File: config.mk
export PLATFORM = sky130hd
export DESIGN_NAME = keypad_scanner
export DESIGN_NICKNAME = d
export VERILOG_FILES = /design/src/rtl/keypad_pkg.sv /design/src/rtl/keypad_sync.sv /design/src/rtl/keypad_scanner.sv
export SDC_FILE = /design/constraint.sdc
export NUM_CORES = 1
export LEC_CHECK = 0
export ABC_AREA = 1
export CORE_ASPECT_RATIO = 0.7
export CORE_MARGIN = 4
export CORE_UTILIZATION = 40
export DETAILED_ROUTE_END_ITERATION = 10
export SETUP_SLACK_MARGIN = 0.1
export SLEW_MARGIN = 15
export SYNTH_ARGS = -nofsm -noshare
export SYNTH_HDL_FRONTEND = slang
export SYNTH_SLANG_ARGS = --single-unit
File: constraint.sdc
create_clock -name int_osc -period 3.06 [get_ports int_osc]
set_input_delay 0.459 -clock int_osc [delete_from_list [all_inputs] [get_ports int_osc]]
set_output_delay 0.459 -clock int_osc [all_outputs]
set_load 0.01 [all_outputs]
File: src/rtl/keypad_pkg.sv
// keypad_pkg
// Shared types and helpers for the 4x4 keypad scanner.
//   kp_state_t  : scanner FSM state encoding
//   KP_N        : keypad dimension (rows == columns == 4)
//   key_map     : (row, col) -> hex code printed on the keypad
//   single_low  : detects exactly one low bit in an active-low row vector
package keypad_pkg;

    localparam int KP_N = 4;

    typedef enum logic [1:0] {
        SCAN     = 2'd0,
        DEBOUNCE = 2'd1,
        HELD     = 2'd2,
        RELEASE  = 2'd3
    } kp_state_t;

    // Keypad legend, row-major:
    //   r0: 1 2 3 A   r1: 4 5 6 B   r2: 7 8 9 C   r3: E 0 F D
    function automatic logic [3:0] key_map(input logic [1:0] row_idx,
                                           input logic [1:0] col_idx);
        logic [3:0] code;
        case ({row_idx, col_idx})
            4'b00_00: code = 4'h1;
            4'b00_01: code = 4'h2;
            4'b00_10: code = 4'h3;
            4'b00_11: code = 4'hA;
            4'b01_00: code = 4'h4;
            4'b01_01: code = 4'h5;
            4'b01_10: code = 4'h6;
            4'b01_11: code = 4'hB;
            4'b10_00: code = 4'h7;
            4'b10_01: code = 4'h8;
            4'b10_10: code = 4'h9;
            4'b10_11: code = 4'hC;
            4'b11_00: code = 4'hE;
            4'b11_01: code = 4'h0;
            4'b11_10: code = 4'hF;
            default:  code = 4'hD;
        endcase
        return code;
    endfunction

    // Returns {hit, idx}: hit is set only when exactly one row is low,
    // idx is the index of that row. Multiple lows are ambiguous (ghosting
    // or a chord) and are rejected.
    function automatic logic [2:0] single_low(input logic [3:0] r);
        logic [1:0] idx;
        int         n;
        idx = 2'd0;
        n   = 0;
        for (int i = 0; i < KP_N; i++) begin
            if (!r[i]) begin
                n   = n + 1;
                idx = i[1:0];
            end
        end
        return {(n == 1), idx};
    endfunction

endpackage

File: src/rtl/keypad_sync.sv
// keypad_sync
// Two-flop synchroniser for the asynchronous keypad row lines.
//   clk   in  1  sampling clock
//   reset in  1  synchronous, active-high; output returns to all-ones (idle rows)
//   d     in  W  asynchronous input
//   q     out W  synchronised output, two cycles of latency
module keypad_sync #(
    parameter int W = 4
) (
    input  logic         clk,
    input  logic         reset,
    input  logic [W-1:0] d,
    output logic [W-1:0] q
);

    logic [W-1:0] meta;

    always_ff @(posedge clk) begin
        if (reset) begin
            meta <= '1;
            q    <= '1;
        end else begin
            meta <= d;
            q    <= meta;
        end
    end

endmodule

File: src/rtl/keypad_scanner.sv
// keypad_scanner
// Scans a 4x4 active-low matrix keypad, debounces press and release, and
// emits one key_valid strobe per accepted press with its hex code on key.
//   int_osc     in  1  clock
//   reset       in  1  synchronous, active-high
//   rows        in  4  keypad rows, active-low, asynchronous
//   cols        out 4  keypad columns, active-low, exactly one low
//   key         out 4  hex code of the last accepted key (held between presses)
//   key_valid   out 1  one-cycle strobe when a new press is accepted
//   key_held    out 1  high from acceptance until the release is debounced
//   debug_state out 2  current FSM state
//
// Handshake: key_valid is a pure strobe with no ready; key is valid in the
// cycle key_valid is high and stays stable until the next accepted press.
module keypad_scanner
    import keypad_pkg::*;
#(
    parameter int SCAN_DIV        = 48000,
    parameter int DEBOUNCE_CYCLES = 960000
) (
    input  logic      int_osc,
    input  logic      reset,
    input  logic [3:0] rows,
    output logic [3:0] cols,
    output logic [3:0] key,
    output logic      key_valid,
    output logic      key_held,
    output kp_state_t debug_state
);

    localparam int SW = (SCAN_DIV > 1) ? $clog2(SCAN_DIV) : 1;
    localparam int DW = $clog2(DEBOUNCE_CYCLES + 1);

    localparam logic [SW-1:0] SCAN_LAST = SW'(SCAN_DIV - 1);
    localparam logic [DW-1:0] DEB_TOP   = DW'(DEBOUNCE_CYCLES);

    logic [3:0]    rows_s;
    kp_state_t     state;
    logic [1:0]    col_idx;
    logic [1:0]    row_lat;
    logic [SW-1:0] scan_cnt;
    logic [DW-1:0] deb_cnt;
    logic [2:0]    hit;
    logic          lat_high;

    keypad_sync #(.W(KP_N)) u_sync (
        .clk   (int_osc),
        .reset (reset),
        .d     (rows),
        .q     (rows_s)
    );

    assign hit         = single_low(rows_s);
    assign lat_high    = rows_s[row_lat];
    // col_idx only moves in SCAN, so the driven column is frozen in every
    // other state without extra logic.
    assign cols        = ~(4'b0001 << col_idx);
    assign debug_state = state;

    always_ff @(posedge int_osc) begin
        if (reset) begin
            state     <= SCAN;
            col_idx   <= 2'd0;
            row_lat   <= 2'd0;
            scan_cnt  <= '0;
            deb_cnt   <= '0;
            key       <= 4'h0;
            key_valid <= 1'b0;
            key_held  <= 1'b0;
        end else begin
            key_valid <= 1'b0;
            case (state)
                SCAN: begin
                    if (scan_cnt == SCAN_LAST) begin
                        // Last dwell cycle: the synchronised rows have had
                        // time to settle for this column.
                        scan_cnt <= '0;
                        if (hit[2]) begin
                            row_lat <= hit[1:0];
                            deb_cnt <= '0;
                            state   <= DEBOUNCE;
                        end else begin
                            col_idx <= col_idx + 2'd1;
                        end
                    end else begin
                        scan_cnt <= scan_cnt + SW'(1);
                    end
                end

                DEBOUNCE: begin
                    if (lat_high) begin
                        // Bounce or too-short press: abandon, move on.
                        deb_cnt  <= '0;
                        scan_cnt <= '0;
                        col_idx  <= col_idx + 2'd1;
                        state    <= SCAN;
                    end else if (deb_cnt == DEB_TOP) begin
                        deb_cnt   <= '0;
                        key       <= key_map(row_lat, col_idx);
                        key_valid <= 1'b1;
                        key_held  <= 1'b1;
                        state     <= HELD;
                    end else begin
                        deb_cnt <= deb_cnt + DW'(1);
                    end
                end

                HELD: begin
                    if (lat_high) begin
                        deb_cnt <= '0;
                        state   <= RELEASE;
                    end
                end

                RELEASE: begin
                    if (!lat_high) begin
                        // Release bounce: back to HELD without a new strobe.
                        deb_cnt <= '0;
                        state   <= HELD;
                    end else if (deb_cnt == DEB_TOP) begin
                        deb_cnt  <= '0;
                        scan_cnt <= '0;
                        key_held <= 1'b0;
                        col_idx  <= col_idx + 2'd1;
                        state    <= SCAN;
                    end else begin
                        deb_cnt <= deb_cnt + DW'(1);
                    end
                end

                default: state <= SCAN;
            endcase
        end
    end

endmodule
==> summary.md <==
| Metric | Value |
|---|---|
| Initial antenna violation count | `0` |
| Post-synth top area share | `30.21%` |
| # rows | `29` |
| Chip Height | `88.59 um` |
| DR vias | `3578` |
| Status | `finished, final reports clean` |
| Cell variety after synth | `38` |
| DR WL/cell | `12.62 um` |
| Worst-case clock buffer depth | `2` |
| GR Overflow Total | `0` |
| Share of cells above drive strength 1 | `9.612%` |
| Clock buffer count from CTS | `5` |
| FF+latch count, synth | `56` |
| M1 wire length | `4.713 mm` |
| Fin crit share | `78.31%` |
| Antenna Diode Count | `0` |
| Asr flop ratio synth | `0%` |
| Postcts setup bufs | `0` |
| Skew-Pair Late Insertion Delay | `0.30 ns` |
| DR WL met2 | `3.860 mm` |
| DRT Pass-1 Iters | `4` |
| Arrival time worst endpoint | `2.59 ns` |
| Hold_buf cts | `0` |
| Final net count | `610` |
| Die area | `10910 um^2` |
| Synth warn | `0` |
| Vias in the first global route | `3145` |
| Type of origin of the critical path | `flop` |
| Crit-path max FO | `21` |
| Fmax | `417.3 MHz` |
| Place WS | `0.6819 ns` |
| DP HPWL | `6.718 mm` |
| Syn Std Cell Area | `3711 um^2` |
| Sequential cell area fraction in the yosys report | `30.21%` |
| Routed Antenna Nets | `0` |
| Iteration-0 DRC Markers | `206` |
| Width of the die | `123.1 um` |
| Fin crit period | `2.396 ns` |
| Max_cap viols | `0` |
| Via/cell ratio | `4.990` |
| Power per Cell Area | `357.8 nW/um^2` |
| Number of remaining DRC errors | `0` |
| Syn Nets | `601` |
| LEAKAGE | `1.592 nW` |
| Final-report hold violation count | `0` |
| CTS tree | `built` |
| Yosys top cell by area | `dfxtp_1` |
| Drt total wl | `9.047 mm` |
| CP required | `3.26 ns` |
| Commonest non-fill, non-tap cell in the layout | `nand2_1` |
| Total GRT Usage | `17.31%` |
| Slew @ Worst Pin | `0.6020 ns` |
| Synth top area cells | `dfxtp_1 (30%), nand2_1 (15%), nor2_1 (9.2%)` |
| Clock Skew | `0.009683 ns` |
| Total Negative Setup Slacks | `0 ns` |
| Clk sinks | `56` |
| Largest net degree at the start of global routing | `35` |
| Most frequent cells in the layout | `nand2_1 (153), nor2_1 (91), inv_1 (57), dfxtp_1 (56), nand3_1 (36)` |
| Clk slew on worst S/H paths | `0.07 ns` |
| Synth Instances | `583` |
| Resized cells post-CTS | `0` |
| Area grow syn2layout | `10.86%` |
| First-pass GRT wire length | `15.32 mm` |
| Main flop type after synthesis | `dfxtp_1` |
| Crit end category | `flop` |
| Wire length on met3 | `377 um` |
| Routability cong. | `0.9135` |
| RSZ-0062 raised after global routing | `false` |
| CTS root buf | `clkbuf_16` |
| Setup violators final | `0` |
| H-tree depth | `2` |
| Peak VDD IR | `0.1816 mV` |
| Syn_area_per_cell | `6.365 um^2` |
| DR top layer | `met4` |
| Normalized max-slew margin | `59.83%` |
| Slew Viols, Final | `0` |
| CP Class | `flop to flop` |
| Core Footprint | `9035 um^2` |
| I/O Buffers | `17` |
| Initial Util | `41.07%` |
| Post-synth EDFFs | `0` |
| Num ports | `18` |
| Final worst slack | `0.6636 ns` |
| Worst Hold Class | `flop to flop` |
[metrics by stage]
| step | utilization [%] | instance area (um^2) | cells | power (mW) | hold WS, ns |
|---|---|---|---|---|---|
| floorplan | - | 3711 | 583 | 0.8026 | 0.3895 |
| global placement | 43.68 | 3946 | 709 | 0.8200 | 0.3940 |
| detailed placement | 43.68 | 3946 | 709 | 0.8217 | 0.3959 |
| CTS | 45.53 | 4114 | 717 | 1.491 | 0.4208 |
| global route | 45.53 | 4114 | 717 | 1.537 | 0.4317 |
| finish | 45.53 | 4114 | 717 | 1.472 | 0.4192 |
[critical path, cell delays in order, from the launching register on]
cell and delay (ns):
dfxtp_1 0.37, inv_1 0.07, ha_1 0.31, inv_1 0.06, nand2_1 0.06, nand2_1 0.09
inv_1 0.05, ha_1 0.28, nor2_1 0.10, nand2_1 0.07, o21ai_1 0.07, nand2_1 0.07
nand2_1 0.11, nand2_2 0.28, nand2_1 0.14, nand3_1 0.07, nand2_1 0.07, inv_1 0.04
[flip-flops by register name, summed over array words and instances, names as in the netlist, named ones only]
name	cells
u_sync.meta	4
scan_cnt	16
debug_state	1
key_valid	1
deb_cnt	20
u_sync.q	4
col_idx	2
key_held	1
row_lat	2
key	4
[path summary, 6_finish.rpt]
check	start	endpoint	slack, ns	cells after the start
min reg2reg	u_sync.meta[3]$_SDFF_PP1_	u_sync.q[3]$_SDFF_PP1_	0.42	1
max reg2reg	u_sync.q[1]$_SDFF_PP1_	deb_cnt[9]$_SDFFE_PP0P_	0.66	17
min	u_sync.meta[3]$_SDFF_PP1_	u_sync.q[3]$_SDFF_PP1_	0.42	1
max	u_sync.q[1]$_SDFF_PP1_	deb_cnt[9]$_SDFFE_PP0P_	0.66	17
[Yosys cell counts (2+ instances only)]
library cell / count
ha_1: 12
nor4_1: 2
buf_2: 6
nor2_4: 4
nand4_1: 20
nand3_1: 36
inv_1: 57
or2_2: 9
o31ai_1: 2
buf_6: 4
inv_4: 2
clkbuf_1: 6
xnor2_1: 3
nor3_2: 2
dfxtp_1: 56
a21oi_1: 33
o21ai_1: 8
xor2_1: 11
inv_2: 9
nor3_1: 13
nand2_1: 153
nand3_2: 4
nand2_4: 3
nand2_2: 2
nor2_1: 91
a21oi_2: 4
nor2_2: 6
o21ai_0: 15
[cell families after synthesis]
family,Yosys count,synth area share [%]
xor+xnor,14,3.304
buf+inv,87,10.08
fa+ha+maj,12,4.046
flops,56,30.21
compound gates,65,9.474
simple gates,349,42.89
[report_power, final]
| group | switching [mW] | total (mW) | internal (mW) |
|---|---|---|---|
| clock network | 0.277 | 0.668 | 0.391 |
| logic | 0.0386 | 0.0610 | 0.0224 |
| registers | 0.00649 | 0.743 | 0.736 |
| total | 0.323 | 1.47 | 1.15 |
[routing by layer]
layer  global-route usage (%)  vias to the layer above
met5                        0                        -
met4                    4.020                        0
met3                    3.259                        9
met2                    26.43                       62
met1                    25.33                     1628
li1                         -                     1879
[cell type report]
class	count	area [um^2]
Timing Repair Buffer	19	185.2
Tap cell	124	155.1
Clock buffer	6	128.9
Clock inverter	2	38.79
Multi-Input combinational cell	440	2216
Fill cell	944	4921
Inverter	70	269.0
Sequential cell	56	1121
Note: power is estimated with default switching activity, not from simulation.
